### src/rtl/mat_config_arbiter.sv
// rtl/mat_config_arbiter.sv - match-action table config sequencer: default-value init walk, then round-robin write arbitration
module mat_config_arbiter #(
  parameter int                     KEY_WIDTH   = 8,
  parameter int                     VALUE_WIDTH = 128,
  parameter int                     TABLE_DEPTH = 8,
  parameter logic [VALUE_WIDTH-1:0] INIT_VALUE  = '0
) (
  input  logic                   clk,
  input  logic                   rst,
  input  logic                   init_start,
  input  logic                   req0_valid,
  input  logic [KEY_WIDTH-1:0]   req0_key,
  input  logic [VALUE_WIDTH-1:0] req0_value,
  output logic                   req0_ready,
  input  logic                   req1_valid,
  input  logic [KEY_WIDTH-1:0]   req1_key,
  input  logic [VALUE_WIDTH-1:0] req1_value,
  output logic                   req1_ready,
  output logic                   m_mat_en,
  output logic [KEY_WIDTH-1:0]   m_mat_key,
  output logic [VALUE_WIDTH-1:0] m_mat_value,
  output logic                   init_busy,
  output logic                   err_key,
  output logic [15:0]            wr_count
);

  localparam int IDX_W = $clog2(TABLE_DEPTH);
  localparam logic [IDX_W-1:0] LAST_IDX = IDX_W'(TABLE_DEPTH - 1);

  typedef enum logic {ST_INIT, ST_IDLE} state_t;

  state_t                 state_q, state_d;
  logic [IDX_W-1:0]       idx_q, idx_d;
  logic                   rr_q, rr_d;
  logic                   en_q, en_d;
  logic [KEY_WIDTH-1:0]   key_q, key_d;
  logic [VALUE_WIDTH-1:0] value_q, value_d;
  logic                   busy_q, busy_d;
  logic                   err_q, err_d;
  logic [15:0]            cnt_q, cnt_d;

  logic                   grant0, grant1;
  logic [KEY_WIDTH-1:0]   sel_key;
  logic [VALUE_WIDTH-1:0] sel_value;
  logic                   key_in_range;

  // rr_q=0 favours req0 when both are valid; init_start blocks any grant.
  always_comb begin
    grant0 = 1'b0;
    grant1 = 1'b0;
    if (state_q == ST_IDLE && !init_start) begin
      grant0 = req0_valid & (~req1_valid | ~rr_q);
      grant1 = req1_valid & (~req0_valid | rr_q);
    end
  end

  assign req0_ready   = grant0;
  assign req1_ready   = grant1;
  assign sel_key      = grant1 ? req1_key : req0_key;
  assign sel_value    = grant1 ? req1_value : req0_value;
  assign key_in_range = (sel_key >> IDX_W) == '0;

  always_comb begin
    state_d = state_q;
    idx_d   = idx_q;
    rr_d    = rr_q;
    en_d    = 1'b0;
    key_d   = key_q;
    value_d = value_q;
    busy_d  = (state_q == ST_INIT);
    err_d   = 1'b0;
    cnt_d   = cnt_q;
    case (state_q)
      ST_INIT: begin
        en_d    = 1'b1;
        key_d   = KEY_WIDTH'(idx_q);
        value_d = INIT_VALUE;
        idx_d   = idx_q + 1'b1;
        if (idx_q == LAST_IDX) begin
          state_d = ST_IDLE;
          idx_d   = '0;
        end
      end
      default: begin
        if (init_start) begin
          state_d = ST_INIT;
          idx_d   = '0;
        end else if (grant0 | grant1) begin
          rr_d = grant0;
          if (key_in_range) begin
            en_d    = 1'b1;
            key_d   = sel_key;
            value_d = sel_value;
            if (cnt_q != 16'hFFFF) cnt_d = cnt_q + 16'd1;
          end else begin
            err_d = 1'b1;
          end
        end
      end
    endcase
  end

  always_ff @(posedge clk or posedge rst) begin
    if (rst) begin
      state_q <= ST_INIT;
      idx_q   <= '0;
      rr_q    <= 1'b0;
      en_q    <= 1'b0;
      key_q   <= '0;
      value_q <= '0;
      busy_q  <= 1'b1;
      err_q   <= 1'b0;
      cnt_q   <= '0;
    end else begin
      state_q <= state_d;
      idx_q   <= idx_d;
      rr_q    <= rr_d;
      en_q    <= en_d;
      key_q   <= key_d;
      value_q <= value_d;
      busy_q  <= busy_d;
      err_q   <= err_d;
      cnt_q   <= cnt_d;
    end
  end

  assign m_mat_en    = en_q;
  assign m_mat_key   = key_q;
  assign m_mat_value = value_q;
  assign init_busy   = busy_q;
  assign err_key     = err_q;
  assign wr_count    = cnt_q;

endmodule

### config.mk
export PLATFORM = sky130hd
export DESIGN_NAME = mat_config_arbiter
export DESIGN_NICKNAME = d
export VERILOG_FILES = /design/src/rtl/mat_config_arbiter.sv
export SDC_FILE = /design/constraint.sdc
export NUM_CORES = 1
export LEC_CHECK = 0
export ABC_CLOCK_PERIOD_IN_PS = 4670
export CAP_MARGIN = 5
export CORE_AREA = 4 4 166 168
export DETAILED_ROUTE_END_ITERATION = 16
export DIE_AREA = 0 0 170 172
export PLACE_DENSITY = 0.7
export REMOVE_ABC_BUFFERS = 1
export SETUP_SLACK_MARGIN = 0.02
export SYNTH_ARGS = -nofsm -noshare
export SYNTH_HDL_FRONTEND = slang
export SYNTH_SLANG_ARGS = --single-unit
### constraint.sdc
create_clock -name clk -period 4.67 [get_ports clk]
set_clock_uncertainty 0.2 [all_clocks]
set_input_delay 0.467 -clock clk [delete_from_list [all_inputs] [get_ports clk]]
set_output_delay 0.467 -clock clk [all_outputs]
set_load 0.01 [all_outputs]
==> results of run 1 <==
==> worst max-delay path, cell delays in order <==
cell and delay [ps]:
clkdlybuf4s50_1 420, and2b_1 390, nand3_4 270, inv_1 110, clkdlybuf4s50_1 550
==> state kept, by name, indices dropped and copies added, names as in the netlist <==
register and flops:
wr_count 16, m_mat_key 8, idx_q 3, rr_q 1, m_mat_value 128, state_q 1
err_key 1, init_busy 1, m_mat_en 1
==> cells by family (layout without fill, tap and decap cells) <==
logic type | Yosys count | in the layout
AND/OR/NAND/NOR | 185 | 185
XOR/XNOR | 15 | 15
AO/OA/AOI/OAI | 141 | 141
adder cells (fa/ha/maj) | 3 | 3
multiplexers | 132 | 132
flip-flops | 160 | 160
buffers and inverters | 72 | 483
==> layout by cell type (no fill, tap or decap), types with 2 or more instances in the layout <==
| cell type | Yosys | routed |
|---|---|---|
| buf_12 | 0 | 3 |
| nor3b_1 | 2 | 2 |
| o221ai_1 | 2 | 2 |
| nor4_4 | 2 | 2 |
| nand2_1 | 9 | 9 |
| a31oi_1 | 3 | 3 |
| inv_1 | 8 | 7 |
| and3_1 | 6 | 6 |
| o21ai_0 | 129 | 129 |
| inv_6 | 0 | 4 |
| mux2_2 | 2 | 2 |
| nor3_1 | 10 | 10 |
| ha_1 | 3 | 3 |
| dfrtp_1 | 159 | 158 |
| mux2i_1 | 130 | 130 |
| nand3_1 | 138 | 137 |
| xor2_1 | 14 | 14 |
| clkinvlp_4 | 0 | 3 |
| a22o_1 | 2 | 2 |
| clkbuf_16 | 0 | 17 |
| clkbuf_8 | 0 | 2 |
| buf_4 | 2 | 7 |
| clkdlybuf4s50_1 | 0 | 433 |
| nand4_1 | 5 | 5 |
| nor4b_1 | 2 | 2 |
| clkinv_4 | 0 | 4 |
| nor2_1 | 7 | 7 |
==> path summary, 6_finish.rpt <==
| kind | startpoint | slack, ps | endpoint |
|---|---|---|---|
| min in group asynchronous | rst | 430 | m_mat_value[105] |
| max in group asynchronous | rst | 2990 | m_mat_value[20] |
| min reg2reg | m_mat_value[18] | 300 | m_mat_value[18] |
| max reg2reg | state_q | 1920 | m_mat_value[106] |
| max | init_start | 1800 | req1_ready |
| min | m_mat_value[18] | 300 | m_mat_value[18] |
==> layout make-up <==
cell class                      count  area share [%]
Timing Repair Buffer              443            35.0
Sequential cell                   160            31.6
Multi-Input combinational cell    476            25.4
Clock buffer                       20            3.60
Tap cell                          335            3.30
Clock inverter                     12           0.789
Inverter                            8           0.276
==> metrics by stage <==
step	utilization (%)	instance area, µm²	TNS, ps
floorplan	-	7230	-1189860
global placement	46.8	12100	0
detailed placement	46.8	12100	0
CTS	49.0	12700	0
global route	49.0	12700	0
finish	49.0	12700	0
==> per-layer routing <==
metal / wire, µm / GRT usage, % / vias to the layer above
met1: 9920 / 19.1 / 3207
met4: 656 / 5.76 / 0
met2: 13100 / 29.5 / 281
met5: 0 / 0 / -
li1: - / - / 3357
met3: 2330 / 5.56 / 39
==> power breakdown <==
| part | internal (mW) | switching (mW) | total, mW |
|---|---|---|---|
| clock network | 0.721 | 0.611 | 1.33 |
| registers | 1.45 | 0.0359 | 1.48 |
| logic | 0.435 | 0.448 | 0.883 |
| total | 2.60 | 1.09 | 3.70 |
==> key figures, run 1 <==
Outcome
  – Status: finished clean

Drt
  – Drc violations: 0
  – DR vias/cell: 4.73
  – DR vias: 6884
  – Routed Wire Length: 26.0 mm
  – Antenna Nets Post-Route: 0
  – DR iter-0 viols: 390
  – Average wire per standard cell: 17.9 µm
  – DR pass1 iterations: 4

Finish
  – Register area: 4010 µm²
  – Layout Nets: 1386
  – Post-Layout Cell Count: 1454
  – Layout cells sized above 1: 4.56%
  – Synth-to-layout area growth: 68.6%
  – Area of the multi-input gates: 3230 µm²
  – Filler instances: 2404
  – # diodes: 0

Power and ir drop
  – Pwr dens: 291 nW/µm²
  – Maximum vdd drop: 0.229 mV
  – Static Leak: 6.05 nW
  – Total power: 3.70 mW

Global routing
  – Largest net degree at the start of global routing: 126
  – GR Overflow Total: 0
  – First-pass GRT wire length: 38.6 mm
  – Vias in the first global route: 6956
  – GRT Total Usage: 16.7%
  – Initial antenna violation count: 0

Synthesis
  – Compound-Gate Fraction of Synth Area: 9.76%
  – Share of the synthesized area in the top cell type: 52.9%
  – Sequential fraction of the synthesis area: 53.2%
  – Post-synth EDFFs: 0
  – Yosys cell types: 35
  – Synth top cells by count: dfrtp_1 (159), nand3_1 (138), mux2i_1 (130)
  – Ys Warns: 0
  – Synth Area per Inst: 10.6 µm²
  – Biggest area consumer among synthesized cells: dfrtp_1
  – Simple-gate share of the synthesized area: 12.9%
  – Synth Cell Area: 7530 µm²
  – Main combinational cell family by area after synthesis: multiplexers
  – Post-synth ARST share: 100%
  – Synth top area cells: dfrtp_1 (53%), mux2i_1 (17%), nand3_1 (9.2%), o21ai_0 (8.6%), buf_2 (2.1%)
  – Flops & latches, synth: 160
  – Prevailing post-synth register cell: dfrtp_1
  – Adder-cell share of the synthesized area: 0.499%
  – Multiplexer area fraction after synthesis: 17.6%
  – Cells after Synth: 708
  – Xor/xnor share of the synthesized area: 1.75%
  – Most frequent cell after synthesis: dfrtp_1

Timing
  – Final period utilization: 61.5%
  – Worst hold slack: 296 ps
  – Slew margin rel.: 32.5%
  – Worst Tran Pin Value: 1010 ps
  – Worst setup margin: 1800 ps
  – Max Clk Rate: 348 MHz
  – RSZ-0062 raised after global routing: false
  – Final Max Tran Viols: 0
  – Clock period minus final worst setup slack: 2870 ps
  – Setup violators final: 0
  – Final Hold Viols: 0

Critical path
  – Critical path launch point type: primary input
  – Worst Path Max Fanout: 13
  – Path depth of the worst reg2reg path: 6
  – WP data arrival: 2210 ps
  – Worst Path Required: 4000 ps
  – Critical path class: in -> out
  – Worst setup EP type: primary output

Hold path
  – Hold path cells: 2
  – Hold Crit Class: reg -> reg

Clock network
  – Clock root cell: clkbuf_16
  – CTS tree: built
  – Reg clk slew, reported paths: 60 ps
  – Clk sinks: 160
  – Resize count post-CTS: 0
  – H-tree levels: 4
  – Post-CTS setup buffer count: 0
  – Clock Latency Late Sink: 420 ps
  – Num CTS Buffers: 17
  – Deepest clock path buffer count: 2
  – # hold bufs at CTS: 0

Floorplan
  – Die ar.: 29200 µm²
  – Io pins: 434
  – Chip height: 172 µm
  – Core area: 25900 µm²
  – Die width: 170 µm
  – Initial Util: 29.1%
  – Row count: 59

Run
  – Max cap viols: 0

Place
  – Dpl ws: 1420 ps
  – Port bufs: 433
  – RePlAce Congestion: 0.823
  – Detailed placement HPWL: 19.6 mm
  – Placed cell count: 1422
No activity file was read; power rests on OpenSTA's default activity.
==> run 2: changes to the inputs <==
--- a/config.mk
+++ b/config.mk
@@ -5,7 +5,7 @@
 export SDC_FILE = /design/constraint.sdc
 export NUM_CORES = 1
 export LEC_CHECK = 0
-export ABC_CLOCK_PERIOD_IN_PS = 4670
+export ABC_CLOCK_PERIOD_IN_PS = 2300
 export CAP_MARGIN = 5
 export CORE_AREA = 4 4 166 168
 export DETAILED_ROUTE_END_ITERATION = 16
==> constraint.sdc (replaced) <==
create_clock -name clk -period 2.3 [get_ports clk]
set_clock_uncertainty 0.2 [all_clocks]
set_input_delay 0.23 -clock clk [delete_from_list [all_inputs] [get_ports clk]]
set_output_delay 0.23 -clock clk [all_outputs]
set_load 0.01 [all_outputs]
==> run 2 against run 1 <==
First-iteration DRC count is 7.7% lower. Register-to-register slack worse by 1800 ps. Largest cell class unchanged. Clock power is 110% higher. Sequential cell count stayed put. Wire length is 2.8% higher. Critical endpoint is now m_mat_value[46]. Highest routed layer unchanged. Global-route usage is 0.26 points higher. Power is 110% higher. Clock-buffer cell count is 1 lower.
==> key figures, run 2 (same netlist as run 1, synthesis figures left out) <==
Place
  – Placed cell count: 1454
  – Detailed placement HPWL: 20.3 mm
  – Port bufs: 433
  – Dpl ws: -57.9 ps
  – RePlAce Congestion: 0.840

Floorplan
  – Initial Util: 29.1%
  – Die width: 170 µm
  – Row count: 59
  – Core area: 25900 µm²
  – Chip height: 172 µm
  – Die ar.: 29200 µm²
  – Io pins: 434

Global routing
  – Gr busiest metal: met2
  – GR Overflow Total: 0
  – Initial antenna violation count: 0
  – First-pass GRT wire length: 39.3 mm
  – GR Util met3: 4.64%
  – Met2 GRT Util: 30.7%
  – Largest net degree at the start of global routing: 143
  – Vias in the first global route: 7156
  – GRT Total Usage: 17.0%
  – M1 GR Usage: 20.2%

Timing
  – Worst Tran Pin Value: 683 ps
  – RSZ-0062 raised after global routing: false
  – Setup violators final: 0
  – Final Hold Viols: 0
  – Slew margin rel.: 54.5%
  – Clock period minus final worst setup slack: 2150 ps
  – Final period utilization: 93.6%
  – Worst setup margin: 148 ps
  – Max Clk Rate: 465 MHz
  – Worst hold slack: 165 ps
  – Final Max Tran Viols: 0

Critical path
  – WP data arrival: 2250 ps
  – Crit-path cells: and2b_2 -> nand3_4 -> buf_4 -> buf_12 -> mux2i_1 -> o21ai_0
  – CP max stage cell: dfrtp_4
  – Worst Path Required: 2400 ps
  – Buf/Inv on CP: 2
  – Top cell family by delay on the critical path: buffers and inverters
  – Critical path launch point type: flop
  – Worst Path Max Fanout: 22
  – Worst setup EP type: flop
  – Critical path class: reg -> reg
  – Critical path's largest stage delay: 490 ps

Drt
  – DR iter-0 viols: 360
  – Antenna Nets Post-Route: 0
  – Average wire per standard cell: 17.9 µm
  – DR pass1 iterations: 5
  – DR vias/cell: 4.73
  – Drc violations: 0
  – Routed Wire Length: 26.7 mm
  – DR vias: 7036

Power and ir drop
  – Maximum vdd drop: 0.674 mV
  – Total power: 7.75 mW
  – Pwr dens: 592 nW/µm²
  – Static Leak: 6.28 nW

Clock network
  – Num CTS Buffers: 17
  – Deepest clock path buffer count: 2
  – Clock Latency Late Sink: 420 ps
  – CTS tree: built
  – H-tree levels: 4
  – Reg clk slew, reported paths: 70 ps
  – Clock root cell: clkbuf_16
  – Clk sinks: 160

Finish
  – Synth-to-layout area growth: 74.1%
  – Layout cells sized above 1: 7.46%
  – Most common cell after layout, fill and taps aside: clkdlybuf4s50_1
  – Layout Nets: 1420
  – Commonest cells after routing, fill and taps aside: clkdlybuf4s50_1 (431), dfrtp_1 (158), nand3_1 (136)
  – Post-Layout Cell Count: 1488
  – # diodes: 0
  – Largest register FFs: 128
  – Core Util, Final: 50.6%

Run
  – Max cap viols: 0

Hold path
  – Hold Crit Class: in -> reg

Outcome
  – Status: finished clean
## run 2: final cells by class
cell class | instances | area, µm²
multi-input combinational | 477 | 3240
clock inverter | 13 | 143
clock buffer | 19 | 443
inverter | 8 | 35.0
tap | 335 | 419
timing repair buffer | 476 | 4810
sequential | 160 | 4010
fill | 2403 | 12800
## run 2: power breakdown
group	switching, mW	internal (mW)
combinational	0.934	0.952
clock	1.28	1.57
sequential	0.0804	2.94
total	2.29	5.46
## run 2: worst register-to-register path, delay by kind of cell (launching register included)
family,cells,cell delay (ps)
buffers and inverters,2,530
muxes,1,280
and+or+nand+nor,2,430
AOI/OAI and AO/OA,1,100
DFF,1,490
## run 2: timing repair
action	CTS	global route
gates cloned	0	1
setup buffers	0	1
pin swaps	0	1
endpoints found under the setup margin	2	1
gates resized for setup	3	2
hold endpoints to repair	21	0
hold buffers	1	0
## run 2: final timing paths
| check | from | to | slack [ps] | depth (start not counted) |
|---|---|---|---|---|
| setup / recovery | state_q | m_mat_value[46] | 150 | 6 |
| hold / removal | init_start | err_key | 160 | 2 |
| setup reg to reg | state_q | m_mat_value[46] | 150 | 6 |
| hold reg to reg | wr_count[15] | wr_count[15] | 290 | 1 |
| max in group asynchronous | rst | m_mat_value[2] | 730 | 4 |
| min in group asynchronous | rst | m_mat_value[11] | 560 | 3 |
## run 2: per-layer routing
metal / wire, µm / share of wire [%]
met5: 0 / 0
met4: 435 / 1.6
met3: 2100 / 7.9
met2: 13800 / 52
met1: 10400 / 39
## run 2: stage by stage
stage               setup TNS [ps]  cell area, µm²
global route                     0           13100
detailed placement            -271           12500
CTS                              0           13100
floorplan                 -1902740            7230
finish                           0           13100
global placement             -9.66           12500
